File: src/rtl/uart_loopback_core.sv
// UART transceiver core: TX FIFO -> serializer -> (loopback or pin) -> deserializer -> RX FIFO.
// Frames are start, DATA_BITS data LSB first, optional parity, one stop bit.
module uart_loopback_core #(
    parameter int DATA_BITS    = 8,
    parameter int FIFO_DEPTH   = 16,
    parameter int CLKS_PER_BIT = 434,
    parameter int PARITY_EN    = 0,
    parameter int PARITY_ODD   = 0
) (
    input  logic                 clk,
    input  logic                 rst,
    input  logic                 w_en,
    input  logic [DATA_BITS-1:0] d_in,
    input  logic                 r_en,
    output logic [DATA_BITS-1:0] data_out,
    output logic                 rd_valid,
    input  logic                 loop_en,
    input  logic                 rx_in,
    output logic                 tx_out,
    output logic                 tx_full,
    output logic                 tx_busy,
    output logic                 rx_empty,
    output logic                 parity_err,
    output logic                 frame_err,
    output logic                 overrun,
    input  logic                 clr_err,
    output logic [2:0]           dbg_tx_state,
    output logic [2:0]           dbg_rx_state
);

    localparam int PTR_W = $clog2(FIFO_DEPTH);
    localparam int CNT_W = PTR_W + 1;
    localparam int CLK_W = $clog2(CLKS_PER_BIT);
    localparam int BIT_W = $clog2(DATA_BITS);

    localparam logic [CNT_W-1:0] CNT_FULL = CNT_W'(FIFO_DEPTH);
    localparam logic [CLK_W-1:0] CLK_LAST = CLK_W'(CLKS_PER_BIT - 1);
    localparam logic [CLK_W-1:0] CLK_HALF = CLK_W'(CLKS_PER_BIT / 2 - 1);
    localparam logic [BIT_W-1:0] BIT_LAST = BIT_W'(DATA_BITS - 1);
    localparam logic             HAS_PAR  = (PARITY_EN != 0);
    localparam logic             ODD_PAR  = (PARITY_ODD != 0);

    typedef enum logic [2:0] {TX_IDLE, TX_START, TX_DATA, TX_PARITY, TX_STOP} tx_state_t;
    typedef enum logic [2:0] {RX_IDLE, RX_START, RX_DATA, RX_PARITY, RX_STOP} rx_state_t;

    // ---------------- TX FIFO ----------------
    logic [DATA_BITS-1:0] r_tx_mem [FIFO_DEPTH];
    logic [PTR_W-1:0]     r_tx_wptr;
    logic [PTR_W-1:0]     r_tx_rptr;
    logic [CNT_W-1:0]     r_tx_cnt;
    tx_state_t            r_tx_state;

    logic                 w_tx_empty;
    logic                 w_tx_full;
    logic                 w_tx_pop;
    logic                 w_tx_push;
    logic [DATA_BITS-1:0] w_tx_head;

    assign w_tx_empty = (r_tx_cnt == '0);
    assign w_tx_full  = (r_tx_cnt == CNT_FULL);
    assign w_tx_pop   = (r_tx_state == TX_IDLE) && !w_tx_empty;
    // A pop in the same cycle frees a slot, so a write while full is still accepted.
    assign w_tx_push  = w_en && (!w_tx_full || w_tx_pop);
    assign w_tx_head  = r_tx_mem[r_tx_rptr];

    always_ff @(posedge clk) begin
        if (w_tx_push) begin
            r_tx_mem[r_tx_wptr] <= d_in;
        end
    end

    always_ff @(posedge clk or posedge rst) begin
        if (rst) begin
            r_tx_wptr <= '0;
            r_tx_rptr <= '0;
            r_tx_cnt  <= '0;
        end else begin
            if (w_tx_push) begin
                r_tx_wptr <= r_tx_wptr + 1'b1;
            end
            if (w_tx_pop) begin
                r_tx_rptr <= r_tx_rptr + 1'b1;
            end
            case ({w_tx_push, w_tx_pop})
                2'b10:   r_tx_cnt <= r_tx_cnt + 1'b1;
                2'b01:   r_tx_cnt <= r_tx_cnt - 1'b1;
                default: r_tx_cnt <= r_tx_cnt;
            endcase
        end
    end

    // ---------------- TX serializer ----------------
    logic [DATA_BITS-1:0] r_tx_shift;
    logic                 r_tx_par;
    logic [CLK_W-1:0]     r_tx_clk;
    logic [BIT_W-1:0]     r_tx_bit;
    logic                 r_tx_out;

    // tx_out is registered from the current state, so the line lags the state by one cycle.
    always_ff @(posedge clk or posedge rst) begin
        if (rst) begin
            r_tx_state <= TX_IDLE;
            r_tx_shift <= '0;
            r_tx_par   <= 1'b0;
            r_tx_clk   <= '0;
            r_tx_bit   <= '0;
            r_tx_out   <= 1'b1;
        end else begin
            case (r_tx_state)
                TX_IDLE: begin
                    r_tx_out <= 1'b1;
                    r_tx_clk <= '0;
                    r_tx_bit <= '0;
                    if (!w_tx_empty) begin
                        r_tx_shift <= w_tx_head;
                        r_tx_par   <= (^w_tx_head) ^ ODD_PAR;
                        r_tx_state <= TX_START;
                    end
                end
                TX_START: begin
                    r_tx_out <= 1'b0;
                    if (r_tx_clk == CLK_LAST) begin
                        r_tx_clk   <= '0;
                        r_tx_state <= TX_DATA;
                    end else begin
                        r_tx_clk <= r_tx_clk + 1'b1;
                    end
                end
                TX_DATA: begin
                    r_tx_out <= r_tx_shift[0];
                    if (r_tx_clk == CLK_LAST) begin
                        r_tx_clk   <= '0;
                        r_tx_shift <= r_tx_shift >> 1;
                        if (r_tx_bit == BIT_LAST) begin
                            r_tx_bit   <= '0;
                            r_tx_state <= HAS_PAR ? TX_PARITY : TX_STOP;
                        end else begin
                            r_tx_bit <= r_tx_bit + 1'b1;
                        end
                    end else begin
                        r_tx_clk <= r_tx_clk + 1'b1;
                    end
                end
                TX_PARITY: begin
                    r_tx_out <= r_tx_par;
                    if (r_tx_clk == CLK_LAST) begin
                        r_tx_clk   <= '0;
                        r_tx_state <= TX_STOP;
                    end else begin
                        r_tx_clk <= r_tx_clk + 1'b1;
                    end
                end
                TX_STOP: begin
                    r_tx_out <= 1'b1;
                    if (r_tx_clk == CLK_LAST) begin
                        r_tx_clk   <= '0;
                        r_tx_state <= TX_IDLE;
                    end else begin
                        r_tx_clk <= r_tx_clk + 1'b1;
                    end
                end
                default: begin
                    r_tx_out   <= 1'b1;
                    r_tx_state <= TX_IDLE;
                end
            endcase
        end
    end

    // ---------------- RX synchronizer ----------------
    logic w_rx_line;
    logic r_sync1;
    logic r_sync2;
    logic r_sync_prev;

    assign w_rx_line = loop_en ? r_tx_out : rx_in;

    always_ff @(posedge clk or posedge rst) begin
        if (rst) begin
            r_sync1     <= 1'b1;
            r_sync2     <= 1'b1;
            r_sync_prev <= 1'b1;
        end else begin
            r_sync1     <= w_rx_line;
            r_sync2     <= r_sync1;
            r_sync_prev <= r_sync2;
        end
    end

    // ---------------- RX deserializer ----------------
    rx_state_t            r_rx_state;
    logic [CLK_W-1:0]     r_rx_clk;
    logic [BIT_W-1:0]     r_rx_bit;
    logic [DATA_BITS-1:0] r_rx_shift;

    logic w_rx_sample;
    logic w_rx_done;
    logic w_par_err_set;
    logic w_frame_err_set;

    assign w_rx_sample     = (r_rx_clk == CLK_LAST);
    assign w_rx_done       = (r_rx_state == RX_STOP) && w_rx_sample;
    assign w_par_err_set   = (r_rx_state == RX_PARITY) && w_rx_sample &&
                             (r_sync2 != ((^r_rx_shift) ^ ODD_PAR));
    assign w_frame_err_set = w_rx_done && !r_sync2;

    always_ff @(posedge clk or posedge rst) begin
        if (rst) begin
            r_rx_state <= RX_IDLE;
            r_rx_clk   <= '0;
            r_rx_bit   <= '0;
            r_rx_shift <= '0;
        end else begin
            case (r_rx_state)
                RX_IDLE: begin
                    r_rx_clk <= '0;
                    r_rx_bit <= '0;
                    if (r_sync_prev && !r_sync2) begin
                        r_rx_state <= RX_START;
                    end
                end
                RX_START: begin
                    // Half-bit check rejects glitches shorter than half a bit.
                    if (r_rx_clk == CLK_HALF) begin
                        r_rx_clk   <= '0;
                        r_rx_state <= r_sync2 ? RX_IDLE : RX_DATA;
                    end else begin
                        r_rx_clk <= r_rx_clk + 1'b1;
                    end
                end
                RX_DATA: begin
                    if (w_rx_sample) begin
                        r_rx_clk   <= '0;
                        r_rx_shift <= {r_sync2, r_rx_shift[DATA_BITS-1:1]};
                        if (r_rx_bit == BIT_LAST) begin
                            r_rx_bit   <= '0;
                            r_rx_state <= HAS_PAR ? RX_PARITY : RX_STOP;
                        end else begin
                            r_rx_bit <= r_rx_bit + 1'b1;
                        end
                    end else begin
                        r_rx_clk <= r_rx_clk + 1'b1;
                    end
                end
                RX_PARITY: begin
                    if (w_rx_sample) begin
                        r_rx_clk   <= '0;
                        r_rx_state <= RX_STOP;
                    end else begin
                        r_rx_clk <= r_rx_clk + 1'b1;
                    end
                end
                RX_STOP: begin
                    if (w_rx_sample) begin
                        r_rx_clk   <= '0;
                        r_rx_state <= RX_IDLE;
                    end else begin
                        r_rx_clk <= r_rx_clk + 1'b1;
                    end
                end
                default: r_rx_state <= RX_IDLE;
            endcase
        end
    end

    // ---------------- RX FIFO and read port ----------------
    // Read handshake: r_en is a request honoured only when rx_empty=0; each honoured
    // request yields exactly one rd_valid pulse with data_out on the following cycle.
    logic [DATA_BITS-1:0] r_rx_mem [FIFO_DEPTH];
    logic [PTR_W-1:0]     r_rx_wptr;
    logic [PTR_W-1:0]     r_rx_rptr;
    logic [CNT_W-1:0]     r_rx_cnt;
    logic [DATA_BITS-1:0] r_data_out;
    logic                 r_rd_valid;

    logic w_rx_empty;
    logic w_rx_full;
    logic w_rx_pop;
    logic w_rx_push;
    logic w_overrun_set;

    assign w_rx_empty    = (r_rx_cnt == '0);
    assign w_rx_full     = (r_rx_cnt == CNT_FULL);
    assign w_rx_pop      = r_en && !w_rx_empty;
    assign w_rx_push     = w_rx_done && (!w_rx_full || w_rx_pop);
    assign w_overrun_set = w_rx_done && w_rx_full && !w_rx_pop;

    always_ff @(posedge clk) begin
        if (w_rx_push) begin
            r_rx_mem[r_rx_wptr] <= r_rx_shift;
        end
    end

    always_ff @(posedge clk or posedge rst) begin
        if (rst) begin
            r_rx_wptr  <= '0;
            r_rx_rptr  <= '0;
            r_rx_cnt   <= '0;
            r_data_out <= '0;
            r_rd_valid <= 1'b0;
        end else begin
            r_rd_valid <= w_rx_pop;
            if (w_rx_push) begin
                r_rx_wptr <= r_rx_wptr + 1'b1;
            end
            if (w_rx_pop) begin
                r_rx_rptr  <= r_rx_rptr + 1'b1;
                r_data_out <= r_rx_mem[r_rx_rptr];
            end
            case ({w_rx_push, w_rx_pop})
                2'b10:   r_rx_cnt <= r_rx_cnt + 1'b1;
                2'b01:   r_rx_cnt <= r_rx_cnt - 1'b1;
                default: r_rx_cnt <= r_rx_cnt;
            endcase
        end
    end

    // ---------------- sticky error flags ----------------
    logic r_parity_err;
    logic r_frame_err;
    logic r_overrun;

    always_ff @(posedge clk or posedge rst) begin
        if (rst) begin
            r_parity_err <= 1'b0;
            r_frame_err  <= 1'b0;
            r_overrun    <= 1'b0;
        end else if (clr_err) begin
            r_parity_err <= 1'b0;
            r_frame_err  <= 1'b0;
            r_overrun    <= 1'b0;
        end else begin
            r_parity_err <= r_parity_err | w_par_err_set;
            r_frame_err  <= r_frame_err  | w_frame_err_set;
            r_overrun    <= r_overrun    | w_overrun_set;
        end
    end

    assign data_out     = r_data_out;
    assign rd_valid     = r_rd_valid;
    assign tx_out       = r_tx_out;
    assign tx_full      = w_tx_full;
    assign tx_busy      = (r_tx_state != TX_IDLE) || !w_tx_empty;
    assign rx_empty     = w_rx_empty;
    assign parity_err   = r_parity_err;
    assign frame_err    = r_frame_err;
    assign overrun      = r_overrun;
    assign dbg_tx_state = r_tx_state;
    assign dbg_rx_state = r_rx_state;

endmodule

File: config.mk
export PLATFORM = sky130hd
export DESIGN_NAME = uart_loopback_core
export DESIGN_NICKNAME = d
export VERILOG_FILES = /design/src/rtl/uart_loopback_core.sv
export SDC_FILE = /design/constraint.sdc
export NUM_CORES = 1
export LEC_CHECK = 0
export BUFFER_PORTS_ARGS = -buffer_cell sky130_fd_sc_hd__buf_2
export CORE_ASPECT_RATIO = 0.9
export CORE_UTILIZATION = 60
export CTS_CLUSTER_SIZE = 16
export DETAILED_ROUTE_END_ITERATION = 16
export PLACE_DENSITY = 0.81
export RECOVER_POWER = 100
export SYNTH_ARGS = -nofsm -noshare
export SYNTH_HDL_FRONTEND = slang
export SYNTH_SLANG_ARGS = --single-unit
File: constraint.sdc
create_clock -name clk -period 5.9 [get_ports clk]
set_clock_uncertainty 0.1 [all_clocks]
set_input_delay 1.18 -clock clk [delete_from_list [all_inputs] [get_ports clk]]
set_output_delay 1.18 -clock clk [all_outputs]
set_load 0.02 [all_outputs]
* After elaboration in Yosys (flattened, before gate mapping)
Memory sizes are Yosys's and may differ from the RTL's. A register that Yosys moved wholly into a read port is not among the register bits. Cells that the tools add are included.
Storage, ports and cells: flip-flop bits (word level) 81, bits in writable memories 256, input bits 15, output and inout bits 22, logic and storage cells 155, memories 2
Memory list:
- r_rx_mem | depth 16, width 8, rd ports 1, clocked after memory_dff 1, write ports 1, RTL line 269 | logic [DATA_BITS-1:0] r_rx_mem [FIFO_DEPTH];
- r_tx_mem | depth 16, width 8, rd ports 1, clocked after memory_dff 0, write ports 1, RTL line 47 | logic [DATA_BITS-1:0] r_tx_mem [FIFO_DEPTH];
Operators by class: add/sub/neg operators 12, equal/unequal tests 32, muxes and demuxes 40, bitwise logic cells 4, reduce and logical (&&, ||, !) cells 42
Operators by type and width (number):
- two-way mux 3 bit | 16
- one-hot mux 3 bit (5 select lines) | 2
- two-way mux 9 bit | 3
- one-hot mux 9 bit (3 select lines) | 1
- != test 2 bit, second input constant | 12
- one-hot mux 5 bit (2 select lines) | 2
- adder 9 x 1 -> 9 bit, second input constant | 2
- == test 9 bit, second input constant | 2
- one-hot mux 9 bit (2 select lines) | 1
- adder 4 x 1 -> 4 bit, second input constant | 4
- two-way mux 8 bit | 2
- one-hot mux 8 bit (2 select lines) | 1
- XOR reduction 8 bit | 2
- == test 3 x 2 -> 1 bit, second input constant | 4
- == test 3 bit, second input constant | 4
- one-hot mux 3 bit (2 select lines) | 2
- AND reduction 6 bit | 2
- logical AND 1 bit | 11
- adder 5 x 1 -> 5 bit, second input constant | 2
- == test 5 bit, second input constant | 2
- logical NOT 5 bit | 2
- nonzero test 2 bit | 5
- subtractor 5 x 1 -> 5 bit, second input constant | 2
- == test 9 x 8 -> 1 bit, second input constant | 1
- 18 further kinds | 43

* Longest topological paths before layout
Gate-level depths: netlist of run 1.
word-level depth 7, mapped depth 16, mapped depth without buffers 13

* Worst setup path before layout of run 1
Ideal clock, no wire load.
path type register -> register, from register r_tx_state[0], in the netlist dbg_tx_state[0], to register r_tx_cnt[4], setup time 0.125 ns, arrival 3.071 ns, required time 5.675 ns, setup slack 2.604 ns, stages on the path, launching flop included 16, path buffers 3, period minus slack after synthesis 3.296 ns, cells stage by stage dfrtp_1 > clkbuf_1 > nor3_1 > o21a_1 > buf_2 > inv_1 > ha_1 > clkbuf_1 > xor2_1 > ha_1 > o21ai_0 > a21oi_1 > a21oi_1 > xor2_1 > nor2_1 > xor2_1
Between the ends: word-level cells in the longest chain between the ends 6, elaborated cells on any way between the ends 8, classes of those cells eq/ne (2); mux (1); reduce/logical (5)
RTL lines:
- from (decl) | RTL line 51 | tx_state_t r_tx_state;
- from (signal assigned) | RTL line 136 | r_tx_state <= HAS_PAR ? TX_PARITY : TX_STOP;
- logical NOT 3 bit * | RTL line 61 | assign w_tx_pop = (r_tx_state == TX_IDLE) && !w_tx_empty;
- logical AND 1 bit * | RTL line 61
- logical OR 1 bit | RTL line 63 | assign w_tx_push = w_en && (!w_tx_full || w_tx_pop);
- logical AND 1 bit | RTL line 63
- == test 2 x 1 -> 1 bit / == test 2 bit (equally long branches) | RTL line 84 | case ({w_tx_push, w_tx_pop})
- one-hot mux 5 bit (2 select lines) / nonzero test 2 bit (equally long branches)
- to (signal assigned) | RTL line 85 | 2'b10: r_tx_cnt <= r_tx_cnt + 1'b1;
- to (signal assigned) | RTL line 86 | 2'b01: r_tx_cnt <= r_tx_cnt - 1'b1;
- to (signal assigned) | RTL line 87 | default: r_tx_cnt <= r_tx_cnt;
- to (decl) | RTL line 50 | logic [CNT_W-1:0] r_tx_cnt;
Mark *: on every way between the ends. The rest lies on a longest branch, timed or not. A chain may end at the register's enable or synchronous reset.

* Worst setup path after layout of run 1
from register r_rx_cnt[0], to register r_rx_cnt[4]
Between the ends: word-level cells in the longest chain between the ends 7, elaborated cells on any way between the ends 13, classes of those cells add/sub (2); eq/ne (3); mux (1); reduce/logical (7)
RTL lines:
- from (decl) | RTL line 272 | logic [CNT_W-1:0] r_rx_cnt;
- from (signal assigned) | RTL line 311 | 2'b10: r_rx_cnt <= r_rx_cnt + 1'b1;
- from (signal assigned) | RTL line 312 | 2'b01: r_rx_cnt <= r_rx_cnt - 1'b1;
- from (signal assigned) | RTL line 313 | default: r_rx_cnt <= r_rx_cnt;
- logical NOT 5 bit | RTL line 282 | assign w_rx_empty = (r_rx_cnt == '0);
- logical NOT 1 bit | RTL line 284 | assign w_rx_pop = r_en && !w_rx_empty;
- logical AND 1 bit | RTL line 284
- logical OR 1 bit | RTL line 285 | assign w_rx_push = w_rx_done && (!w_rx_full || w_rx_pop);
- logical AND 1 bit | RTL line 285
- == test 2 x 1 -> 1 bit / == test 2 bit (equally long branches) | RTL line 310 | case ({w_rx_push, w_rx_pop})
- one-hot mux 5 bit (2 select lines) / nonzero test 2 bit (equally long branches)
Several ways; a longest one is shown, not always the timed one.

==> results of run 1 <==
-- stage by stage --
| step | util | instance area (sq um) | power, mW | cells |
|---|---|---|---|---|
| floorplan | - | 14360 | 3.526 | 885 |
| global placement | 0.6311 | 14770 | 3.683 | 1193 |
| detailed placement | 0.6311 | 14770 | 3.724 | 1193 |
| CTS | 0.6767 | 15840 | 5.775 | 1253 |
| global route | 0.6736 | 15770 | 5.949 | 1253 |
| finish | 0.6736 | 15770 | 5.733 | 1253 |
-- per-layer routing --
| metal | vias up | part of all wire | routed length (microns) | GRT usage |
|---|---|---|---|---|
| met1 | 3857 | 0.43 | 11490 | 0.3345 |
| li1 | 3443 | - | - | - |
| met4 | 0 | 0.021 | 572 | 0.07064 |
| met5 | - | 0 | 0 | 0 |
| met2 | 305 | 0.49 | 13030 | 0.3626 |
| met3 | 49 | 0.064 | 1716 | 0.03670 |
-- cell type report --
| type | instances | area, sq um | area share |
|---|---|---|---|
| repair buffers | 46 | 193.9 | 0.01230 |
| multi-input cells | 480 | 4131 | 0.2620 |
| clock buffers | 45 | 923.4 | 0.05856 |
| flip-flops and latches | 345 | 9922 | 0.6293 |
| inverters | 20 | 76.32 | 0.004841 |
| clock inverters | 15 | 142.6 | 0.009046 |
| well taps | 302 | 377.9 | 0.02396 |
-- state kept, by name, summed over array words and instances, names as in the netlist, 4 cells and up --
signal      cells
r_rx_mem      128
r_rx_clk        9
r_tx_mem      128
r_rx_wptr       4
r_rx_cnt        5
r_tx_rptr       4
r_tx_clk        9
r_tx_wptr       4
data_out        8
r_tx_cnt        5
r_tx_shift      8
r_rx_shift      8
r_rx_rptr       4
-- power breakdown --
part | internal (mW) | leakage (nW) | switching (mW) | total, mW
Combinational | 0.321 | 1.68 | 0.428 | 0.749
Sequential | 2.77 | 3.79 | 0.150 | 2.92
Clock | 1.20 | 0.516 | 0.870 | 2.07
Total | 4.28 | 5.98 | 1.45 | 5.73
-- how the worst max path moves through the flow --
stage / from / endpoint / slack [ns] / cells after the start
detailed placement: r_en / r_rx_cnt[4]$_DFFE_PP0P_ / 2.11 / 10
floorplan: rst / data_out[0]$_DFFE_PP0P_ / 2.32 / 1
global route: r_tx_rptr[0]$_DFFE_PP0P_ / r_tx_par$_DFFE_PP0P_ / 1.33 / 8
finish: r_rx_cnt[0]$_DFFE_PP0P_ / r_rx_cnt[4]$_DFFE_PP0P_ / 1.71 / 10
global placement: r_en / r_rx_cnt[4]$_DFFE_PP0P_ / 2.20 / 10
CTS: r_rx_clk[2]$_DFFE_PP0P_ / r_rx_mem[1][6]$_DFFE_PP_ / 2.07 / 6
-- critical path, stage by stage (launching register included) --
cell and delay [ns]:
dfrtp_1 0.43, or4_1 0.58, o21ai_0 1.04, inv_1 0.47, nand2_1 0.22, inv_1 0.12
fa_1 0.41, a21o_1 0.19, a21oi_1 0.17, mux2i_1 0.24, xor2_1 0.15
-- cells by family (layout without fill, tap and decap cells) --
group / after synthesis / count (layout) / synth area share
xor gates and xnor gates: 42 / 42 / 0.02562
adders and majority gates: 27 / 27 / 0.02405
AOI/OAI and AO/OA: 92 / 92 / 0.04114
DFF: 345 / 345 / 0.6910
muxes: 90 / 90 / 0.1284
buffers and inverters: 60 / 126 / 0.02048
and+or+nand+nor: 229 / 229 / 0.06938
-- cells in the mapped netlist (12+ instances only) --
cell type,number
mux4_2,66
dfrtp_1,85
xnor2_1,30
edfxtp_1,256
ha_1,26
xor2_1,12
nor3_1,14
nor2_1,61
mux2_2,15
a22oi_1,17
inv_1,20
clkbuf_1,18
nand2_1,109
a21oi_1,17
o21ai_0,23
==> flow_metrics.tcl, run 1 <==
set metrics [dict create \
    r2r_setup_slack_ns 1.71 \
    portBuffers 36 \
    slew_violations 64 \
    postCtsSetupBuffers 0 \
    viasPerCell 6.109 \
    min_from "r_sync1$_DFF_PP1_" \
    whs_endpoint "r_sync2$_DFF_PP1_" \
    dr.first_iter.drc_count 836 \
    pre_cts_slack_ns 2.115 \
    hpwlAfterDp_microns 16710 \
    rows 53 \
    place_congestion 0.8378 \
    cts.sink_count 345 \
    final_cell_mix "edfxtp_1 (256), nand2_1 (109), dfrtp_1 (83)" \
    setup_ws_ns 1.707 \
    failed_checks "max-capacitance violations, max-slew violations" \
    synth_area_sq_um 14360 \
    vias 7654 \
    drt_wl_total_microns 26810 \
    ys.flop_type "edfxtp_1" \
    root_buffer "clkbuf_16" \
    yosys.area.top_type "edfxtp_1" \
    cts_tree "done" \
    netlist_top_cells_area "edfxtp_1 (54%), dfrtp_1 (15%), mux4_2 (10%)" \
    fmax_ghz 0.2385 \
    worstMarginPinSlew_ns 2.038 \
    syn_area_per_cell_sq_um 16.22 \
    area_delta_synth_final_pct 9.831 \
    pin_count 37 \
    layout_commonest_cell "edfxtp_1" \
    die_w_microns 165.1 \
    antenna_found_initial 0 \
    core_sq_um 23410 \
    nFillCells 1517 \
    peakVddDrop_uv 429.5 \
    r2r_start "r_rx_cnt[0]$_DFFE_PP0P_" \
    whs_ns 0.2700 \
    status "complete, but fails checks" \
    hold_path_class "reg2reg" \
    ctsHtreeMaxLevel 2 \
    p_leak_nw 5.981 \
    grt_pass1_vias 7589 \
    rsz0062_at_grt "no" \
    cp-end-kind "register" \
    hold_buffers 0 \
    critical_path.reg2reg.endpoint "r_rx_cnt[4]$_DFFE_PP0P_" \
    overflow 0 \
    layout-drive-gt1-share 0.1535 \
    p_per_area_nw_per_um2 363.6 \
    synth_seq_cells 345 \
    initial_core_util 0.6133 \
    wl_per_cell_microns 21.40 \
    drc_errors 0 \
    die_area_sq_um 24550 \
    setup_viol 0 \
    cts_buffers 35 \
    yosys.area.top_type_share 0.5355 \
    cp.required_ns 6.24 \
    diodes 0 \
    synth_seq_area_share 0.6910 \
    yosys_warnings 0 \
    path_max_fanout 13 \
    clk_pin_slew_ns 0.06 \
    whs_path_depth 0 \
    synth_edf_count 256 \
    cp-start-kind "register" \
    die_y_microns 148.7 \
    synthCells 885 \
    cts_max_path_buffers 3 \
    hold_viol_final 0 \
    worstPathArrival_ns 4.53 \
    drv_cap 2 \
    relSlewSlack -0.3585 \
    grt_pass1_wl_microns 41850 \
    cts_resized 0 \
    synthArstFlopShare 0.2580 \
    ant_nets 0 \
    drt-pass1-iter-count 8 \
    grt_max_degree 55 \
    r2r_cells 10 \
    globalRouteTotalUtil 0.2300 \
    synth_nets 927 \
    fin_crit_ns 4.193 \
    nets 970 \
    clock_latency_ns 0.52 \
    final.setup.tns_ns 0 \
    path_class "reg2reg" \
    synth_cell_types 54 \
    period_share 0.7108 \
]
No activity file was read; power rests on OpenSTA's default activity.
==> run 2: changes to the inputs <==
==> constraint.sdc (replaced) <==
create_clock -name clk -period 3.9 [get_ports clk]
set_clock_uncertainty 0.1 [all_clocks]
set_input_delay 0.78 -clock clk [delete_from_list [all_inputs] [get_ports clk]]
set_output_delay 0.78 -clock clk [all_outputs]
set_load 0.02 [all_outputs]
==> flow_metrics.tcl, run 2 (same netlist as run 1, synthesis figures left out) <==
set metrics [dict create \
    status "complete, but fails checks" \
    failed_checks "max-capacitance violations, max-slew violations" \
    hold_viol_final 0 \
    nFillCells 1499 \
    path_class "reg2reg" \
    grt_pass1_vias 7787 \
    initial_core_util 0.6133 \
    drc_errors 0 \
    cts_buffers 35 \
    hpwlAfterDp_microns 16990 \
    clk_pin_slew_ns 0.06 \
    r2r_setup_slack_ns 0.52 \
    p_leak_nw 6.030 \
    hold_path_class "reg2reg" \
    cts.sink_count 345 \
    path_common_cell "xnor2_1" \
    cp-end-kind "register" \
    drt_wl_total_microns 27770 \
    antenna_found_initial 0 \
    peakVddDrop_uv 607.8 \
    whs_ns 0.2681 \
    path_cells "clkbuf_1 > mux4_1 > a22oi_1 > nand2_1 > xnor2_1 > xnor2_1 > xnor2_1 > o21ai_1" \
    slowest_delay_ns 0.98 \
    layout_commonest_cell "edfxtp_1" \
    cp-start-kind "register" \
    fin_crit_ns 3.383 \
    worstMarginPinSlew_ns 2.456 \
    root_buffer "clkbuf_16" \
    hold_buffers 0 \
    ant_nets 0 \
    core_sq_um 23410 \
    cp_num_buf_inv 1 \
    final.setup.tns_ns 0 \
    p_per_area_nw_per_um2 545.7 \
    crit_family "flip-flops" \
    setup_viol 0 \
    relSlewSlack -0.6466 \
    ctsHtreeMaxLevel 2 \
    fmax_ghz 0.2956 \
    viasPerCell 6.152 \
    clock_latency_ns 0.53 \
    drv_cap 1 \
    overflow 0 \
    cts_resized 0 \
    die_w_microns 165.1 \
    portBuffers 36 \
    layout-drive-gt1-share 0.1589 \
    path_max_fanout 16 \
    rsz0062_at_grt "no" \
    postCtsSetupBuffers 0 \
    grt_max_degree 58 \
    rows 53 \
    nets 981 \
    grt_pass1_wl_microns 43440 \
    place_congestion 0.8375 \
    dr.first_iter.drc_count 769 \
    die_area_sq_um 24550 \
    drt-pass1-iter-count 5 \
    reg.largest.list "r_rx_mem x128, r_tx_mem x128" \
    worstPathArrival_ns 3.67 \
    period_share 0.8674 \
    diodes 0 \
    pin_count 37 \
    cts_tree "done" \
    cp.required_ns 4.18 \
    globalRouteTotalUtil 0.2408 \
    slew_violations 57 \
    die_y_microns 148.7 \
    slowest_stage "dfrtp_1" \
    cts_max_path_buffers 3 \
    vias 7782 \
    wl_per_cell_microns 21.95 \
    final_cell_mix "edfxtp_1 (256), nand2_1 (109), dfrtp_1 (85)" \
    area_delta_synth_final_pct 10.42 \
]
run 2: final timing paths:
| path | from | to | cells after the start |
|---|---|---|---|
| setup / recovery | r_tx_rptr[0]$_DFFE_PP0P_ | r_tx_par$_DFFE_PP0P_ | 8 |
| hold / removal | r_sync1$_DFF_PP1_ | r_sync2$_DFF_PP1_ | 0 |
| setup reg to reg | r_tx_rptr[0]$_DFFE_PP0P_ | r_tx_par$_DFFE_PP0P_ | 8 |
| hold reg to reg | r_sync1$_DFF_PP1_ | r_sync2$_DFF_PP1_ | 0 |
| max in group asynchronous | rst | r_tx_cnt[4]$_DFFE_PP0P_ | 2 |
| min in group asynchronous | rst | r_tx_wptr[1]$_DFFE_PP0P_ | 2 |
run 2: layout make-up:
class | instances | area, sq um | share of cell area
multi-input cells | 480 | 4138 | 0.2610
repair buffers | 57 | 274.0 | 0.01728
inverters | 20 | 76.32 | 0.004815
well taps | 302 | 377.9 | 0.02384
clock buffers | 48 | 984.7 | 0.06212
flip-flops and latches | 345 | 9920 | 0.6257
clock inverters | 13 | 82.58 | 0.005209
run 2: per-stage QoR:
stage	power [mW]	std cells	setup WS, ns	instance area, sq um	utilization
after global routing	9.002	1265	0.2123	15850	0.6772
after detailed placement	5.647	1204	0.6497	14890	0.6363
after global placement	5.600	1204	0.7445	14890	0.6363
final	8.651	1265	0.5173	15850	0.6772
after floorplan	5.335	885	0.6039	14360	-
after CTS	8.750	1265	0.6150	15960	0.6819
run 2: power breakdown:
| part | switching (mW) | internal, mW | leakage [nW] |
|---|---|---|---|
| combinational | 0.598 | 0.490 | 1.72 |
| sequential | 0.271 | 4.19 | 3.79 |
| clock | 1.34 | 1.77 | 0.524 |
run 2: layer usage:
layer,vias up,track usage,part of all wire
li1,3462,-,-
met1,3927,0.3425,0.42
met2,328,0.3728,0.48
met3,65,0.04420,0.070
met4,0,0.09679,0.031
met5,-,0,0
